File: src/rtl/operand_fetch_if.sv
// Operand-fetch bus: upstream operand fields, writeback port and downstream operand handshake.
// The stage sits on the slave side; the master side belongs to the surrounding pipeline.
interface operand_fetch_if #(
    parameter int unsigned DW = 8
);
    logic          in_valid;
    logic          in_ready;
    logic [4:0]    ptr_a;
    logic [DW-1:0] const_a;
    logic          cflag_a;
    logic [4:0]    ptr_b;
    logic [DW-1:0] const_b;
    logic          cflag_b;
    logic [3:0]    dst_in;
    logic          wr_en;
    logic [3:0]    wr_addr;
    logic [DW-1:0] wr_data;
    logic          out_valid;
    logic          out_ready;
    logic [DW-1:0] op_a;
    logic [DW-1:0] op_b;
    logic [3:0]    dst_out;

    modport master (
        output in_valid, ptr_a, const_a, cflag_a, ptr_b, const_b, cflag_b, dst_in,
        output wr_en, wr_addr, wr_data, out_ready,
        input  in_ready, out_valid, op_a, op_b, dst_out
    );

    modport slave (
        input  in_valid, ptr_a, const_a, cflag_a, ptr_b, const_b, cflag_b, dst_in,
        input  wr_en, wr_addr, wr_data, out_ready,
        output in_ready, out_valid, op_a, op_b, dst_out
    );
endinterface

File: src/rtl/operand_fetch.sv
// Operand-fetch stage: owns the flop register file, resolves two operands (constant or register,
// with same-cycle writeback forwarding) into a one-deep valid/ready output register.
module operand_fetch #(
    parameter int unsigned DW   = 8,
    parameter int unsigned NREG = 16
) (
    input  logic           clk,
    input  logic           rst,
    operand_fetch_if.slave bus
);
    localparam int unsigned IW = 4;

    logic [DW-1:0] rf [NREG];
    logic          accept_c;
    logic [DW-1:0] rd_a_c;
    logic [DW-1:0] rd_b_c;
    logic [DW-1:0] sel_a_c;
    logic [DW-1:0] sel_b_c;
    logic          hit_a_c;
    logic          hit_b_c;
    logic          is_reg_a;
    logic          is_reg_b;
    logic [IW-1:0] src_a;
    logic [IW-1:0] src_b;
    logic          unused_c;

    // Pointer bit 4 is resolved upstream; only cflag selects the source here.
    assign unused_c = ^{bus.ptr_a[4], bus.ptr_b[4]};

    assign bus.in_ready = !bus.out_valid || bus.out_ready;
    assign accept_c     = bus.in_valid && bus.in_ready;

    // Register read with writeback forwarding, then constant/register select.
    always_comb begin
        rd_a_c  = rf[bus.ptr_a[IW-1:0]];
        rd_b_c  = rf[bus.ptr_b[IW-1:0]];
        if (bus.wr_en && (bus.wr_addr == bus.ptr_a[IW-1:0])) rd_a_c = bus.wr_data;
        if (bus.wr_en && (bus.wr_addr == bus.ptr_b[IW-1:0])) rd_b_c = bus.wr_data;
        sel_a_c = bus.cflag_a ? bus.const_a : rd_a_c;
        sel_b_c = bus.cflag_b ? bus.const_b : rd_b_c;
        hit_a_c = bus.wr_en && is_reg_a && (src_a == bus.wr_addr);
        hit_b_c = bus.wr_en && is_reg_b && (src_b == bus.wr_addr);
    end

    // Register file write port: always honoured, independent of the handshake.
    always_ff @(posedge clk or posedge rst) begin
        if (rst) begin
            for (int i = 0; i < int'(NREG); i++) rf[i] <= '0;
        end else if (bus.wr_en) begin
            rf[bus.wr_addr] <= bus.wr_data;
        end
    end

    // Output register: load on accept, drop valid on drain, refresh register operands while stalled.
    always_ff @(posedge clk or posedge rst) begin
        if (rst) begin
            bus.out_valid <= 1'b0;
            bus.op_a      <= '0;
            bus.op_b      <= '0;
            bus.dst_out   <= '0;
            is_reg_a      <= 1'b0;
            is_reg_b      <= 1'b0;
            src_a         <= '0;
            src_b         <= '0;
        end else if (accept_c) begin
            bus.out_valid <= 1'b1;
            bus.op_a      <= sel_a_c;
            bus.op_b      <= sel_b_c;
            bus.dst_out   <= bus.dst_in;
            is_reg_a      <= !bus.cflag_a;
            is_reg_b      <= !bus.cflag_b;
            src_a         <= bus.ptr_a[IW-1:0];
            src_b         <= bus.ptr_b[IW-1:0];
        end else if (bus.out_valid && bus.out_ready) begin
            bus.out_valid <= 1'b0;
        end else if (bus.out_valid) begin
            if (hit_a_c) bus.op_a <= bus.wr_data;
            if (hit_b_c) bus.op_b <= bus.wr_data;
        end
    end
endmodule
File: src/flat_wrapper.sv
// flat-port wrapper written by rule: the top's interface ports become plain ports
module operand_fetch_flat 
#(
    parameter int unsigned DW   = 8,
    parameter int unsigned NREG = 16
)
  (clk, rst, bus_in_valid, bus_ptr_a, bus_const_a, bus_cflag_a, bus_ptr_b, bus_const_b, bus_cflag_b, bus_dst_in, bus_wr_en, bus_wr_addr, bus_wr_data, bus_out_ready, bus_in_ready, bus_out_valid, bus_op_a, bus_op_b, bus_dst_out);
  operand_fetch_if #(.DW(DW)) bus_i ();
  input  logic clk;
  input  logic rst;
  input wire logic [$bits(bus_i.in_valid)-1:0] bus_in_valid;
  input wire logic [$bits(bus_i.ptr_a)-1:0] bus_ptr_a;
  input wire logic [$bits(bus_i.const_a)-1:0] bus_const_a;
  input wire logic [$bits(bus_i.cflag_a)-1:0] bus_cflag_a;
  input wire logic [$bits(bus_i.ptr_b)-1:0] bus_ptr_b;
  input wire logic [$bits(bus_i.const_b)-1:0] bus_const_b;
  input wire logic [$bits(bus_i.cflag_b)-1:0] bus_cflag_b;
  input wire logic [$bits(bus_i.dst_in)-1:0] bus_dst_in;
  input wire logic [$bits(bus_i.wr_en)-1:0] bus_wr_en;
  input wire logic [$bits(bus_i.wr_addr)-1:0] bus_wr_addr;
  input wire logic [$bits(bus_i.wr_data)-1:0] bus_wr_data;
  input wire logic [$bits(bus_i.out_ready)-1:0] bus_out_ready;
  output wire logic [$bits(bus_i.in_ready)-1:0] bus_in_ready;
  output wire logic [$bits(bus_i.out_valid)-1:0] bus_out_valid;
  output wire logic [$bits(bus_i.op_a)-1:0] bus_op_a;
  output wire logic [$bits(bus_i.op_b)-1:0] bus_op_b;
  output wire logic [$bits(bus_i.dst_out)-1:0] bus_dst_out;
  assign bus_i.in_valid = bus_in_valid;
  assign bus_i.ptr_a = bus_ptr_a;
  assign bus_i.const_a = bus_const_a;
  assign bus_i.cflag_a = bus_cflag_a;
  assign bus_i.ptr_b = bus_ptr_b;
  assign bus_i.const_b = bus_const_b;
  assign bus_i.cflag_b = bus_cflag_b;
  assign bus_i.dst_in = bus_dst_in;
  assign bus_i.wr_en = bus_wr_en;
  assign bus_i.wr_addr = bus_wr_addr;
  assign bus_i.wr_data = bus_wr_data;
  assign bus_i.out_ready = bus_out_ready;
  assign bus_in_ready = bus_i.in_ready;
  assign bus_out_valid = bus_i.out_valid;
  assign bus_op_a = bus_i.op_a;
  assign bus_op_b = bus_i.op_b;
  assign bus_dst_out = bus_i.dst_out;
  operand_fetch #(.DW(DW), .NREG(NREG)) u_core (.clk(clk), .rst(rst), .bus(bus_i));
endmodule
File: config.mk
export PLATFORM = sky130hd
export DESIGN_NAME = operand_fetch_flat
export DESIGN_NICKNAME = d
export VERILOG_FILES = /design/src/rtl/operand_fetch_if.sv /design/src/rtl/operand_fetch.sv /design/src/flat_wrapper.sv
export SDC_FILE = /design/constraint.sdc
export NUM_CORES = 1
export LEC_CHECK = 0
export ABC_AREA = 1
export ABC_CLOCK_PERIOD_IN_PS = 6700
export CAP_MARGIN = 10
export CORE_ASPECT_RATIO = 0.5
export CORE_UTILIZATION = 53
export DETAILED_ROUTE_END_ITERATION = 7
export GPL_TIMING_DRIVEN = 1
export HOLD_SLACK_MARGIN = 0.06
export PLACE_DENSITY_LB_ADDON = 0.15
export SLEW_MARGIN = 20
export SYNTH_ARGS = -nofsm -noshare
export SYNTH_HDL_FRONTEND = slang
export SYNTH_SLANG_ARGS = --single-unit
File: constraint.sdc
create_clock -name clk -period 6.7 [get_ports clk]
set_input_delay 1.34 -clock clk [delete_from_list [all_inputs] [get_ports clk]]
set_output_delay 1.34 -clock clk [all_outputs]
set_load 0.05 [all_outputs]
==> results.sh <==
export IMPL_io_pins=71
export IMPL_cts_tree="yes"
export IMPL_routed_wl_um=30570
export IMPL_synth_top_family_by_area="simple AND/OR/NAND/NOR gates"
export IMPL_cts_buffers=17
export IMPL_worstPathMaxFanout=4
export IMPL_clock_path_buffers=2
export IMPL_cts_hold_buf=0
export IMPL_max_vdd_ir_drop_uv=191.7
export IMPL_crit_path_end_kind="output pin"
export IMPL_ff2ff_path_depth=8
export IMPL_syn_nets=1385
export IMPL_cts_sinks=159
export IMPL_crit_path_end="bus_in_ready"
export IMPL_ctsResizeCount=0
export IMPL_critPathRequiredTime_ps=5360
export IMPL_r2r_end="u_core.bus.op_a[7]$_DFFE_PP0P_"
export IMPL_synth_simple_area_share=0.2805
export IMPL_track_usage=0.3503
export IMPL_fmax_ghz=0.2389
export IMPL_finalSetupViolations=0
export IMPL_maxCapViolations=0
export IMPL_hold_path_class="reg2reg"
export IMPL_fin_nets=1396
export IMPL_num_antenna_cells=0
export IMPL_power_leakage_nw=4.968
export IMPL_initial_utilization=0.5554
export IMPL_synth_area_per_cell_um2=6.986
export IMPL_grt_pass1_wl_um=47290
export IMPL_fin_crit_ps=4186
export IMPL_syn_inst=1336
export IMPL_crit_path_start_kind="input pin"
export IMPL_grt_remaining_overflow=0
export IMPL_crit_type="in2out"
export IMPL_synthDistinctLibCells=30
export IMPL_dr_pass1_iters=6
export IMPL_outcome="complete, no violations"
export IMPL_htree_levels=4
export IMPL_relSlewSlack=0.2778
export IMPL_gp_congestion=0.9727
export IMPL_first_iter_violations=1174
export IMPL_fin_setup_tns_ps=0
export IMPL_hold_viol_final=0
export IMPL_cts_root_buffer="clkbuf_16"
export IMPL_crit_arrival_ps=2850
export IMPL_drive_gt1_frac=0.06691
export IMPL_async_flop_share=1.000
export IMPL_rows=33
export IMPL_portBuffers=68
export IMPL_synth_ff_type="dfrtp_1"
export IMPL_finalClockSkew_ps=17.40
export IMPL_die_w_um=189.7
export IMPL_coreArea_um2=16800
export IMPL_netlist_area_um2=9333
export IMPL_drc=0
export IMPL_powerDensity_nw_per_um2=283.3
export IMPL_viasPerCell=5.849
export IMPL_clk_latency_ps=440
export IMPL_synth_edff_count=0
export IMPL_synth_xor_area_frac=0.002815
export IMPL_vias=9283
export IMPL_final_cell_mix="nand2_1, o21ai_0, nand3_1"
export IMPL_cp_startpoint="bus_out_ready"
export IMPL_fin_crit_sh=0.6248
export IMPL_fillers=1518
export IMPL_grt_antenna_before_repair=0
export IMPL_drtAntennaViolNets=0
export IMPL_final_max_slew_viol_count=0
export IMPL_dp_hpwl_um=19550
export IMPL_grt_max_degree=81
export IMPL_area_growth_pct=12.49
export IMPL_clk_pin_slew_ps=70
export IMPL_rr_startpoint="u_core.bus.out_valid$_DFFE_PP0P_"
export IMPL_yosys_warnings=0
export IMPL_finalPower_mw=2.974
export IMPL_synthAdderAreaFrac=0
export IMPL_ys_seq_elements=159
export IMPL_post_cts_buffers=0
export IMPL_chipHeight_um=95.83
export IMPL_final_common_cell="nand2_1"
export IMPL_wire_per_inst_um=19.27
export IMPL_synth_compound_area_frac=0.1760
export IMPL_tightest_slew_ps=1083
export IMPL_grt_pass1_vias=8331
export IMPL_seq_area_frac_synth=0.4263
export IMPL_synthMuxAreaShare=0
export IMPL_ff2ff_setup_slack_ps=4640
export IMPL_rsz0062_at_grt="false"
export IMPL_dieArea_um2=18180
cell families (layout without fill, tap and decap cells):
| logic type | Yosys count | in the layout |
|---|---|---|
| compound gates | 320 | 320 |
| xor+xnor | 3 | 3 |
| buf+inv | 249 | 273 |
| flops | 159 | 159 |
| simple gates | 605 | 605 |
where the power goes:
part	internal, mW	switching (mW)	total, mW	leakage [nW]
clock	0.498	0.457	0.955	0.278
combinational	0.251	0.506	0.757	2.74
sequential	1.16	0.103	1.26	1.95
total	1.91	1.07	2.97	4.97
cells in the mapped netlist, types with 2 or more instances:
| master | n | area share |
|---|---|---|
| nor2_4 | 2 | 0.0024 |
| buf_4 | 5 | 0.0040 |
| nand3_1 | 180 | 0.097 |
| o21ai_0 | 219 | 0.12 |
| buf_2 | 41 | 0.022 |
| inv_2 | 15 | 0.0060 |
| a21oi_2 | 3 | 0.0028 |
| nand3_2 | 3 | 0.0032 |
| o211ai_1 | 2 | 0.0016 |
| nor2_1 | 36 | 0.014 |
| nor3_1 | 2 | 0.0011 |
| o21a_1 | 7 | 0.0056 |
| nand2_1 | 363 | 0.15 |
| buf_6 | 8 | 0.0097 |
| buf_1 | 2 | 0.00080 |
| nor3_4 | 3 | 0.0052 |
| clkbuf_1 | 34 | 0.014 |
| dfrtp_1 | 159 | 0.43 |
| a21oi_1 | 87 | 0.047 |
| nor3_2 | 2 | 0.0021 |
| inv_1 | 142 | 0.057 |
| or2_2 | 5 | 0.0034 |
| xor2_1 | 3 | 0.0028 |
| nor2_2 | 7 | 0.0047 |
area by class of cell:
| cell class | instances | area, um2 | share of cell area |
|---|---|---|---|
| Multi-Input combinational cell | 928 | 4287 | 0.4083 |
| Clock buffer | 18 | 439.2 | 0.04183 |
| Inverter | 159 | 604.3 | 0.05756 |
| Sequential cell | 159 | 3979 | 0.3790 |
| Timing Repair Buffer | 82 | 779.5 | 0.07425 |
| Clock inverter | 14 | 126.4 | 0.01204 |
| Tap cell | 227 | 284.0 | 0.02705 |
critical path: stages:
cell	delay (ps)
clkdlybuf4s50_1	500
nor2_4	60
inv_1	120
clkdlybuf4s50_1	830
how the worst min path moves through the flow:
stage	slack [ps]	start	depth (start not counted)	to
6_report	480	u_core.bus.dst_out[0]$_DFFE_PP0N_	2	u_core.bus.dst_out[0]$_DFFE_PP0N_
5_1_grt	500	u_core.bus.dst_out[1]$_DFFE_PP0N_	2	u_core.bus.dst_out[1]$_DFFE_PP0N_
4_1_cts	490	u_core.bus.dst_out[0]$_DFFE_PP0N_	2	u_core.bus.dst_out[0]$_DFFE_PP0N_
3_5_place_dp	460	u_core.bus.dst_out[0]$_DFFE_PP0N_	2	u_core.bus.dst_out[0]$_DFFE_PP0N_
3_3_place_gp	460	u_core.bus.dst_out[2]$_DFFE_PP0N_	2	u_core.bus.dst_out[2]$_DFFE_PP0N_
2_1_floorplan	450	u_core.rf[103]$_DFFE_PP0P_	2	u_core.rf[103]$_DFFE_PP0P_
registers in the layout, summed over array words and instances (netlist names):
register	flops
u_core.bus.op_b	8
u_core.is_reg_a	1
u_core.src_b	4
u_core.is_reg_b	1
u_core.src_a	4
u_core.bus.out_valid	1
u_core.rf	128
u_core.bus.dst_out	4
u_core.bus.op_a	8
metrics by stage:
step | util | setup slack, ps | instances | cell area [um2] | hold slack [ps]
6_report | 0.6247 | 2514 | 1587 | 10500 | 480.3
5_1_grt | 0.6247 | 2471 | 1587 | 10500 | 502.8
4_1_cts | 0.6245 | 2505 | 1587 | 10500 | 485.3
3_5_place_dp | 0.5909 | 2513 | 1555 | 9930 | 464.5
3_3_place_gp | 0.5909 | 2523 | 1555 | 9930 | 462.6
2_1_floorplan | - | 1068 | 1336 | 9333 | 453.0
metal layers:
| metal | wire, um | vias to the layer above | track usage |
|---|---|---|---|
| li1 | - | 4328 | - |
| met1 | 12880 | 4257 | 0.4965 |
| met2 | 12400 | 625 | 0.5009 |
| met3 | 4542 | 73 | 0.1181 |
| met4 | 748 | 0 | 0.1129 |
| met5 | 0 | - | 0 |
No activity file was read; power rests on OpenSTA's default activity.
